===== src/rtl/sr_pkg.sv =====
// Shared definitions for the set/reset event interface.
//  - sr_state_e : 3-bit binary state encoding of the event generator FSM
//  - SR_IDLE / SR_TRIGGER : event line levels, shared with the downstream sr_fsm
//  - sr_is_stable() : true in the two resting states (LOW, HIGH)
package sr_pkg;

  typedef enum logic [2:0] {
    ST_LOW    = 3'd0,
    ST_QUAL_R = 3'd1,
    ST_SET_P  = 3'd2,
    ST_HOLD_H = 3'd3,
    ST_HIGH   = 3'd4,
    ST_QUAL_F = 3'd5,
    ST_CLR_P  = 3'd6,
    ST_HOLD_L = 3'd7
  } sr_state_e;

  localparam logic SR_IDLE    = 1'b0;
  localparam logic SR_TRIGGER = 1'b1;

  function automatic logic sr_is_stable(input sr_state_e s);
    return (s == ST_LOW) || (s == ST_HIGH);
  endfunction

endpackage


===== src/rtl/sr_sync.sv =====
// Input synchroniser: STAGES-deep flop chain with synchronous active-high reset.
// STAGES=0 turns it into a wire (input already in the clk domain).
// Ports:
//  clk_i  in  clock, rising edge
//  rst_i  in  synchronous reset, clears the chain to 0
//  d_i    in  asynchronous level
//  q_o    out level delayed by STAGES flops
module sr_sync #(
  parameter int STAGES = 2
) (
  input  logic clk_i,
  input  logic rst_i,
  input  logic d_i,
  output logic q_o
);

  generate
    if (STAGES == 0) begin : g_bypass
      assign q_o = d_i;
    end else begin : g_chain
      logic [STAGES-1:0] sync_q;

      always_ff @(posedge clk_i) begin
        if (rst_i) begin
          sync_q <= '0;
        end else begin
          sync_q[0] <= d_i;
          for (int i = 1; i < STAGES; i++) begin
            sync_q[i] <= sync_q[i-1];
          end
        end
      end

      assign q_o = sync_q[STAGES-1];
    end
  endgenerate

endmodule


===== src/rtl/sr_event_gen.sv =====
// Transmit side of the set/reset event interface. Turns a level request into
// qualified one-shot set (E0) and clear (E1) pulses, filters glitches, holds
// off after every pulse and mirrors the downstream set/reset state.
// Ports:
//  clk          in   clock, all flops rising edge
//  rst          in   synchronous reset, active-high
//  lvl_in       in   requested level (1 = set, 0 = clear)
//  force_clr    in   single-cycle forced clear
//  E0           out  set pulse (registered)
//  E1           out  clear pulse (registered)
//  S_mirror     out  expected downstream state (registered)
//  busy         out  high outside the LOW/HIGH resting states
//  dbg_state_o  out  current FSM state
// Handshake: none; E0/E1 are fire-and-forget pulses, the receiver must accept
// one event per pulse and the GAP_CYC holdoff bounds the event rate.
module sr_event_gen
  import sr_pkg::*;
#(
  parameter int SYNC_STAGES = 2,
  parameter int FILT_CYC    = 4,
  parameter int PULSE_W     = 1,
  parameter int GAP_CYC     = 2,
  parameter int CNT_W       = 8
) (
  input  logic      clk,
  input  logic      rst,
  input  logic      lvl_in,
  input  logic      force_clr,
  output logic      E0,
  output logic      E1,
  output logic      S_mirror,
  output logic      busy,
  output sr_state_e dbg_state_o
);

  localparam logic [CNT_W-1:0] FILT_T  = CNT_W'(FILT_CYC);
  localparam logic [CNT_W-1:0] PULSE_T = CNT_W'(PULSE_W);
  localparam logic [CNT_W-1:0] GAP_T   = CNT_W'(GAP_CYC);
  localparam logic [CNT_W-1:0] CNT_ONE = CNT_W'(1);

  logic             lvl_s;
  sr_state_e        state_q, state_d;
  logic [CNT_W-1:0] cnt_q, cnt_d, cnt_inc;
  logic             e0_q, e0_d;
  logic             e1_q, e1_d;
  logic             s_mirror_q, s_mirror_d;

  sr_sync #(.STAGES(SYNC_STAGES)) u_sync (
    .clk_i (clk),
    .rst_i (rst),
    .d_i   (lvl_in),
    .q_o   (lvl_s)
  );

  always_comb begin
    state_d    = state_q;
    cnt_inc    = (cnt_q == '1) ? cnt_q : cnt_q + CNT_ONE;
    cnt_d      = cnt_q;
    e0_d       = SR_IDLE;
    e1_d       = SR_IDLE;
    s_mirror_d = s_mirror_q;

    case (state_q)
      ST_LOW:    if (lvl_s) state_d = ST_QUAL_R;
      ST_QUAL_R: begin
        if (!lvl_s)                state_d = ST_LOW;
        else if (cnt_q == FILT_T)  state_d = ST_SET_P;
      end
      ST_SET_P:  if (cnt_q == PULSE_T) state_d = (GAP_CYC == 0) ? ST_HIGH : ST_HOLD_H;
      ST_HOLD_H: if (cnt_q == GAP_T)   state_d = ST_HIGH;
      ST_HIGH:   if (!lvl_s) state_d = ST_QUAL_F;
      ST_QUAL_F: begin
        if (lvl_s)                 state_d = ST_HIGH;
        else if (cnt_q == FILT_T)  state_d = ST_CLR_P;
      end
      ST_CLR_P:  if (cnt_q == PULSE_T) state_d = (GAP_CYC == 0) ? ST_LOW : ST_HOLD_L;
      ST_HOLD_L: if (cnt_q == GAP_T)   state_d = ST_LOW;
      default:   state_d = ST_LOW;
    endcase

    // Forced clear overrides the normal transition; a clear already in
    // progress (CLR_P/HOLD_L) is left to finish.
    if (force_clr) begin
      case (state_q)
        ST_SET_P, ST_HOLD_H, ST_HIGH, ST_QUAL_F: state_d = ST_CLR_P;
        ST_LOW, ST_QUAL_R:                       state_d = ST_LOW;
        default: ;
      endcase
    end

    // One shared counter: counts in the timed states, reloads on entry
    // (0 for the resting states, 1 for everything else).
    if (!sr_is_stable(state_q)) cnt_d = cnt_inc;
    if (state_d != state_q) cnt_d = sr_is_stable(state_d) ? '0 : CNT_ONE;

    if (state_d == ST_SET_P) e0_d = SR_TRIGGER;
    if (state_d == ST_CLR_P) e1_d = SR_TRIGGER;

    // The downstream FSM changes state one cycle after it sees the event.
    if (e0_q)      s_mirror_d = 1'b1;
    else if (e1_q) s_mirror_d = 1'b0;
  end

  always_ff @(posedge clk) begin
    if (rst) begin
      state_q    <= ST_LOW;
      cnt_q      <= '0;
      e0_q       <= SR_IDLE;
      e1_q       <= SR_IDLE;
      s_mirror_q <= 1'b0;
    end else begin
      state_q    <= state_d;
      cnt_q      <= cnt_d;
      e0_q       <= e0_d;
      e1_q       <= e1_d;
      s_mirror_q <= s_mirror_d;
    end
  end

  assign E0          = e0_q;
  assign E1          = e1_q;
  assign S_mirror    = s_mirror_q;
  assign busy        = !sr_is_stable(state_q);
  assign dbg_state_o = state_q;

endmodule


===== config.mk =====
export PLATFORM = sky130hd
export DESIGN_NAME = sr_event_gen
export DESIGN_NICKNAME = d
export VERILOG_FILES = /design/src/rtl/sr_pkg.sv /design/src/rtl/sr_sync.sv /design/src/rtl/sr_event_gen.sv
export SDC_FILE = /design/constraint.sdc
export NUM_CORES = 1
export LEC_CHECK = 0
export ABC_AREA = 1
export CAP_MARGIN = 25
export CORE_UTILIZATION = 55
export DETAILED_ROUTE_END_ITERATION = 10
export PLACE_DENSITY = 0.78
export SLEW_MARGIN = 40
export SYNTH_ARGS = -nofsm -noshare
export SYNTH_HDL_FRONTEND = slang
export SYNTH_SLANG_ARGS = --single-unit
export TNS_END_PERCENT = 50

===== constraint.sdc =====
create_clock -name clk -period 2.3 [get_ports clk]
set_clock_uncertainty 0.1 [all_clocks]
set_input_delay 0.345 -clock clk [delete_from_list [all_inputs] [get_ports clk]]
set_output_delay 0.345 -clock clk [all_outputs]
set_load 0.02 [all_outputs]

Word-level counts from Yosys, hierarchy flattened
Cells that the tools add are included.
{"block": "op_classes", "n_addsub": 1, "eq_ne": 17, "muxes": 21, "reduce_logical": 9}
{"cell": "$mux W3", "count": 11}
{"cell": "$mux W8", "count": 3}
{"cell": "$pmux W3 S8", "count": 1}
{"cell": "$eq A3 B3 Y1 const B", "count": 6}
{"cell": "$eq A3 B2 Y1 const B", "count": 3}
{"cell": "$add A8 B1 Y8 const B", "count": 1}
{"cell": "$eq A8 B1 Y1 const B", "count": 1}
{"cell": "$eq A8 B2 Y1 const B", "count": 1}
{"cell": "$eq A8 B3 Y1 const B", "count": 1}
{"cell": "$eq A8 B8 Y1 const B", "count": 1}
{"cell": "$logic_not A3 Y1", "count": 2}
{"cell": "$pmux W3 S2", "count": 1}
{"cell": "$mux W1", "count": 5}
{"cell": "$ne A2 B1 Y1 const B", "count": 2}
{"cell": "$reduce_or A4 Y1", "count": 1}
{"cell": "$eq A3 B1 Y1 const B", "count": 1}
{"cell": "$ne A3 B3 Y1", "count": 1}
{"cell": "$logic_or A1 B1 Y1", "count": 2}
{"cell": "$reduce_and A2 Y1", "count": 1}
{"cell": "$reduce_bool A2 Y1", "count": 1}
{"cell": "$reduce_or A2 Y1", "count": 1}
{"cell": "$logic_not A1 Y1", "count": 1}
{"block": "word_totals", "regBits": 16, "input_bits": 4, "out_inout_bits": 7, "wordCells": 54}

Logic depth before layout (Yosys ltp)
Gate-level depths: netlist of run 1.
{"block": "logic_depth", "ltp_word": 10, "depth_mapped": 16, "mapped_depth_nobuf": 16}

Hierarchy
Synthesis of run 1 repeated with hierarchy kept, for this count alone.
{"block": "hier_totals", "cells_unflattened": 165, "area_unflattened_um2": 1099.8}
{"module": "sr_event_gen", "instances": 1, "cells_per_inst": 159, "area_each_um2": 1044.8, "seq_area_each_um2": 280.3}
{"module": "sr_sync", "instances": 1, "cells_per_inst": 6, "area_each_um2": 55.1, "seq_area_each_um2": 40.0}

Least setup slack after synthesis of run 1
No wires, ideal clock.
{"block": "synth_path", "kind": "reg-to-reg", "from": "register state_q[1], in the netlist dbg_state_o[1]", "to": "register cnt_q[4]", "setup_ps": 117, "t_arrival_ps": 1939, "required_ps": 2083, "slack_ps": 143, "path_stages_with_launch": 17, "path_buffers": 0, "period_less_slack_ps": 2157, "cell_sequence": "dfxtp_1 > inv_2 > ha_1 > inv_1 > nand2_1 > nor2_1 > nand2_2 > o21ai_1 > inv_1 > nand2_2 > nand2_2 > nand2_1 > nand2_2 > nor2_8 > nand2_1 > nor2_1 > a21oi_1"}
{"block": "synth_between", "elab_chain_cells": 8, "elab_cells_between_ends": 29, "cone_classes": "eq/ne: 10; mux: 14; reduce/logical: 5"}
{"item": "start, declared", "line_no": "sr_event_gen.sv:42", "rtl": "sr_state_e state_q, state_d;"}
{"item": "start signal, assigned", "line_no": "sr_event_gen.sv:112", "rtl": "state_q <= state_d;"}
{"item": "$mux W3, on equally long branches", "line_no": "sr_event_gen.sv:74, sr_event_gen.sv:67"}
{"item": "$mux W3, on equally long branches", "line_no": "sr_event_gen.sv:73, sr_event_gen.sv:66"}
{"item": "$pmux W3 S8", "line_no": "sr_event_gen.sv:63", "rtl": "case (state_q)"}
{"item": "$pmux W3 S2", "line_no": "sr_event_gen.sv:84", "rtl": "case (state_q)"}
{"item": "$mux W3", "line_no": "sr_event_gen.sv:83", "rtl": "if (force_clr) begin"}
{"item": "$ne A3 B3 Y1", "line_no": "sr_event_gen.sv:94", "rtl": "if (state_d != state_q) cnt_d = sr_is_stable(state_d) ? '0 : CNT_ONE;"}
{"item": "$ne A2 B1 Y1 (no line)"}
{"item": "$reduce_and A2 Y1 (no line)"}
{"item": "end signal, assigned", "line_no": "sr_event_gen.sv:113", "rtl": "cnt_q <= cnt_d;"}
{"item": "end, declared", "line_no": "sr_event_gen.sv:43", "rtl": "logic [CNT_W-1:0] cnt_q, cnt_d, cnt_inc;"}
Several ways; a longest one is shown, not always the timed one.
A chain may end at the register's enable or synchronous reset.

Worst setup path after layout of run 1
Ends and elaborated chain as after synthesis.

==> impl_metrics.ini, run 1 <==
[layout]
finalNonFillerCells = 202
multi_input_area_um2 = 659
fillers = 144
antenna_cells = 0
final_nets = 191
syn_to_final_growth_pct = 14.8
seq_area_um2 = 323
drive_gt1_share_pct = 10.7

[synthesis]
synth-edff-count = 0
async_flop_share_pct = 0
synth.yosys.seq_area_share_pct = 29.5
ys_top_cells_by_count = nor2_1, nand2_1, inv_1
synth_ff_type = dfxtp_1
avgSynthCellArea_um2 = 6.61
synth_seq_cells = 16
postSynthCellCount = 164
ys_types = 21
synthTopCellsByArea = dfxtp_1, nor2_1, nand2_1
synth_fp_nets = 176
synth.most_common_cell = nor2_1
synth_top_area_cell = dfxtp_1
netlist_area_mm2 = 0.00108
yosys.area.top_type_share_pct = 29.5
yosysWarnings = 0

[clock_network]
clk_latency_ns = 0.28
cts.path.max_buffers = 2
path_clk_slew_ns = 0.09
post-cts-setup-buffer-count = 0
cts.htree.levels = 1
cts-buffers-inserted = 3
cts.sinks = 16
cts_root_buffer = clkbuf_4
cts_tree = built

[route]
ant_nets = 0
wl_per_cell_um = 10.9
dr.pass1.iters = 4
via_per_inst = 5.12
dr.first_iter.drc_count = 39
vias = 1034
wl_um = 2190
remaining_drc_errors = 0

[placed_design]
globalplace.congestion = 0.931
placedCellCount = 199
hpwl_um = 1780
port_buffers = 10

[grt]
antenna_found_initial = 0
grt_first_pass_wirelength_um = 3510
grt_pass1_vias = 887
grt_overflow_total = 0
track_usage_pct = 23.1
grt_max_degree = 10

[power_and_ir_drop]
p_per_area_mw_per_mm2 = 1020
ir_worst_vdd_mv = 0.827
power_uw = 1270
leakagePower_uw = 0.000563

[die]
rows = 15
ios = 11
initial_utilization_pct = 60.8
core-area_mm2 = 0.00178
dieArea_mm2 = 0.00215
die_w_um = 46.4
die_h_um = 46.4

[sta]
finalSetupViolations = 0
tightest_slew_ns = 0.327
rsz0062_at_grt = no
finalCritPeriodShare_pct = 94.6
relSlewSlack_pct = 78.0
final_max_slew_viol_count = 0
hold_violations = 0
fmax_ghz = 0.460
finalSetupTns_ns = 0
min_period_ns = 2.17

[hold_path]
worstHoldStart = u_sync.g_chain.sync_q[0]
holdPathEnd = u_sync.g_chain.sync_q[1]
worstHoldPathType = flop to flop
hold_path_depth = 2

[setup_path]
cp_cell_sequence = buf_4 -> ha_1 -> inv_1 -> nand2_1 -> nor2_1 -> nand2_2 -> o21ai_1 -> inv_1 -> nand2_2 -> nand2_2 -> nand2_1 -> nand2_2 -> nor2_8 -> nand2_1 -> nor2_1 -> a21oi_1
cp-end-kind = flop
ff2ff_path_depth = 16
path_common_cell = nand2_2
start_kind = flop
r2r_start = dbg_state_o[1]
crit_type = flop to flop
worst_ep_arrival_time_ns = 2.25
r2r_end = cnt_q[4]
r2r_setup_slack_ns = 0.13
path_delay_family = simple AND/OR/NAND/NOR gates
worst-path-buf-inv = 3
cp.required_ns = 2.38
crit_path_max_incr_delay_ns = 0.35
crit_slowest_cell = dfxtp_2
critPathMaxFanout = 6

[run_status]
status = completed

[flow_run]
maxCapViolCount = 0
tightest hold or removal path, delay by kind of cell (launching register included):
family                 cells  cell delay, ns
DFF                        1            0.30
buffers and inverters      1            0.04
and+or+nand+nor            1            0.03
worst max path at each step:
| stage | start | end | slack, ns | depth (start not counted) |
|---|---|---|---|---|
| after global placement | dbg_state_o[2] | cnt_q[4] | 0.15 | 16 |
| after floorplan | dbg_state_o[1] | cnt_q[4] | 0.14 | 16 |
| after detailed placement | dbg_state_o[2] | cnt_q[4] | 0.05 | 16 |
| after global routing | dbg_state_o[2] | cnt_q[4] | 0.004 | 16 |
| after CTS | dbg_state_o[2] | cnt_q[4] | 0.04 | 16 |
| final | dbg_state_o[1] | cnt_q[4] | 0.13 | 16 |
cells by family after synthesis:
kind of cell               synth area share (%)
and+or+nand+nor                            42.9
buffers and inverters                      9.69
DFF                                        29.5
AOI/OAI and AO/OA                          4.61
adders and majority gates                  9.23
xor gates and xnor gates                   4.04
power by group:
part / total (uW) / internal [uW] / switching [uW]
logic: 773 / 272 / 501
clock network: 141 / 60.7 / 80.2
registers: 361 / 318 / 43.3
total: 1270 / 651 / 624
per-stage QoR:
stage,utilization [%],instance area [um^2],hold WS (ns),setup WS (ns)
final,69.8,1240,0.304,0.125
after global routing,69.8,1240,0.351,0.00385
after CTS,69.7,1240,0.307,0.0437
after detailed placement,68.4,1220,0.295,0.0544
after global placement,68.4,1220,0.291,0.147
after floorplan,-,1080,0.288,0.143
layer usage:
metal | GRT usage [%] | part of all wire, % | vias to the layer above
met1 | 31.7 | 49 | 454
met5 | 0 | 0 | -
met4 | 10.6 | 1.3 | 0
li1 | - | - | 543
met3 | 3.53 | 5.5 | 4
met2 | 35.0 | 44 | 33
layout by cell type, fill, tap and decap left out, types with 2 or more instances in the layout:
cell	Yosys	routed
dfxtp_2	0	2
nand2_2	7	7
a21oi_1	7	7
inv_2	2	2
xor2_1	5	5
ha_1	8	8
dfxtp_1	16	14
clkbuf_4	0	3
clkdlybuf4s50_1	0	10
inv_1	24	24
o21ai_0	2	2
nand3_1	14	14
nand4_1	6	6
nand2_1	31	31
nor2_1	33	33
timing repair:
action,CTS,global route
gates resized for setup,0,2
setup endpoints to repair,0,8
hold buffers,0,0
final cells by class:
type | count | share of cell area (%)
inverter | 27 | 8.14
sequential | 16 | 25.9
timing repair buffer | 11 | 8.64
multi-input combinational | 120 | 53.0
clock buffer | 3 | 1.81
tap | 25 | 2.51
state kept, by name, summed over array words and instances, names as in the netlist:
signal                 count
u_sync.g_chain.sync_q      2
E1                         1
S_mirror                   1
E0                         1
cnt_q                      8
dbg_state_o                3
Power figures use the tool's default switching activity.
==> run 2, diff against run 1 <==
- ABC_CLOCK_PERIOD_IN_PS: not set -> 2300
- CAP_MARGIN: 25 -> 20
- SKIP_CTS_REPAIR_TIMING: not set -> 1
==> results of run 2 <==
Same layout as run 1: the final DEF is identical, and so are final timing and power.
==> run 3, diff against run 2 <==
- CORE_MARGIN: not set -> 2
- PLACE_DENSITY: 0.78 -> 0.77
- SYNTH_HIERARCHICAL: not set -> 1
==> impl_metrics.ini, run 3 <==
[synthesis]
yosysWarnings = 6
synthTopCellsByArea = dfxtp_1, nand2_1, nor2_1
ys_types = 25
yosys.area_share.xor_xnor_pct = 3.19
ys_top_cells_by_count = nand2_1, nor2_1, inv_1
synth_adder_area_share_pct = 9.10
synth_ff_type = dfxtp_1
synth_fp_nets = 177
synth_top_family_by_area = simple AND/OR/NAND/NOR gates
synth.most_common_cell = nand2_1
async_flop_share_pct = 0
synthMuxAreaShare_pct = 0
netlist_area_mm2 = 0.00110
synth_seq_cells = 16
yosys.area.top_type_share_pct = 29.1
synth_top_area_cell = dfxtp_1
synth-simple-area-share_pct = 40.3
postSynthCellCount = 165
avgSynthCellArea_um2 = 6.67
synth_compound_area_share_pct = 8.08
synth.yosys.seq_area_share_pct = 29.1
synth-edff-count = 0

[setup_path]
critPathMaxFanout = 8
cp-end-kind = flop
ff2ff_path_depth = 15
worst_ep_arrival_time_ns = 2.17
cp-endpoint = cnt_q[0]
crit_type = flop to flop
cp_cell_sequence = inv_2 -> ha_1 -> inv_1 -> nand2_1 -> nor2_2 -> nand2_2 -> o21ai_1 -> inv_1 -> nand2_1 -> nand2_1 -> nand2_1 -> nand2_4 -> nor2_8 -> nand3_1 -> a21oi_1
crit_path_max_incr_delay_ns = 0.41
cp.required_ns = 2.42
r2r_setup_slack_ns = 0.25
path_common_cell = nand2_1
worst-path-buf-inv = 3
crit_cells = 15
path_delay_family = simple AND/OR/NAND/NOR gates
start_kind = flop
crit_slowest_cell = dfxtp_2
r2r_end = cnt_q[0]
r2r_start = dbg_state_o[2]
crit_start = dbg_state_o[2]

[sta]
final_max_slew_viol_count = 0
min_period_ns = 2.05
finalCritPeriodShare_pct = 89.2
tightest_slew_ns = 0.414
fmax_ghz = 0.488
finalSetupViolations = 0
hold_violations = 0
post-route-worst-setup-slack_ns = 0.249
relSlewSlack_pct = 72.2

[die]
die_h_um = 48.7
initial_utilization_pct = 57.2
die_w_um = 48.7
ios = 11
core-area_mm2 = 0.00192
rows = 16
dieArea_mm2 = 0.00237

[hold_path]
worstHoldPathType = flop to flop

[clock_network]
cts.htree.levels = 1
cts.path.max_buffers = 2
cts-buffers-inserted = 3
cts_tree = built
clk_latency_ns = 0.28
cts.sinks = 16
path_clk_slew_ns = 0.10
cts_root_buffer = clkbuf_4

[layout]
drive_gt1_share_pct = 12.2
final_common_cell = nand2_1
antenna_cells = 0
regMostFlops = cnt_q
multi_input_area_um2 = 669
fin_util_pct = 66.7
seq_area_um2 = 322
final_nets = 193
largest_reg_flops = 8
syn_to_final_growth_pct = 16.5
layout_common_cells = nand2_1, nor2_1, inv_1, dfxtp_1, nand3_1
fillers = 197

[placed_design]
place_ws_ns = 0.0880
globalplace.congestion = 0.872
port_buffers = 10
hpwl_um = 1780

[power_and_ir_drop]
power_uw = 1830
ir_worst_vdd_mv = 0.688
leakagePower_uw = 0.000602
p_per_area_mw_per_mm2 = 1430

[grt]
grt_max_degree = 10
antenna_found_initial = 0
grt_first_pass_wirelength_um = 4150
track_usage_pct = 22.0
grt_overflow_total = 0
grt_pass1_vias = 990

[route]
wl_per_cell_um = 10.8
remaining_drc_errors = 0
dr.first_iter.drc_count = 15
wl_um = 2240
dr.pass1.iters = 4
ant_nets = 0
vias = 1028
via_per_inst = 4.97

[run_status]
status = completed

[flow_run]
maxCapViolCount = 0
==> run 3: cell count changes in the layout (fill, tap and decap cells not counted), sizes merged, moves of 2 or more <==
cell,delta
nand2,+2
nand3,-3
nand4,-2
nor2,-2
o21ai,+4
==> run 3: cell type report <==
type | count | area share (%)
timing repair buffer | 12 | 8.98
multi-input combinational | 120 | 52.2
sequential | 16 | 25.1
tap | 27 | 2.64
clock buffer | 4 | 2.83
inverter | 28 | 8.20
==> run 3: cells by family after synthesis <==
family                     after synthesis
and+or+nand+nor                         92
buffers and inverters                   29
AOI/OAI and AO/OA                       16
DFF                                     16
adders and majority gates                8
xor gates and xnor gates                 4
==> run 3: worst reg2reg max path, stage by stage (launching register included) <==
cell,delay [ns]
dfxtp_2,0.41
inv_2,0.09
ha_1,0.18
inv_1,0.05
nand2_1,0.06
nor2_2,0.14
nand2_2,0.09
o21ai_1,0.12
inv_1,0.05
nand2_1,0.08
nand2_1,0.07
nand2_1,0.10
nand2_4,0.07
nor2_8,0.13
nand3_1,0.08
a21oi_1,0.16
==> run 3: power breakdown <==
group          switching (uW)  internal (uW)
Combinational             813            444
Sequential               54.6            330
Clock                    90.5           96.2
Total                     958            870
==> run 3: worst min path at each step <==
stage	slack [ns]	to	start	depth (start not counted)
2_1_floorplan	0.29	u_sync/g_chain.sync_q[1]	u_sync/g_chain.sync_q[0]	2
3_3_place_gp	0.29	u_sync/g_chain.sync_q[1]	u_sync/g_chain.sync_q[0]	2
3_5_place_dp	0.29	u_sync/g_chain.sync_q[1]	u_sync/g_chain.sync_q[0]	2
4_1_cts	0.31	u_sync/g_chain.sync_q[1]	u_sync/g_chain.sync_q[0]	2
5_1_grt	0.34	u_sync/g_chain.sync_q[1]	u_sync/g_chain.sync_q[0]	2
6_report	0.31	u_sync/g_chain.sync_q[1]	u_sync/g_chain.sync_q[0]	2
==> run 3: routing by layer <==
metal | global-route usage [%] | wire, um
met1 | 27.3 | 1020
met2 | 40.0 | 1160
met3 | 2.78 | 44
met4 | 5.71 | 14
met5 | 0 | 0
==> run 3: metrics by stage <==
stage / hold slack [ns] / cell area (um^2) / std cells / TNS, ns
floorplan: 0.288 / 1100 / 165 / 0
global placement: 0.293 / 1240 / 203 / 0
detailed placement: 0.295 / 1240 / 203 / 0
CTS: 0.312 / 1280 / 207 / 0
global route: 0.342 / 1280 / 207 / -0.00124
finish: 0.309 / 1280 / 207 / 0
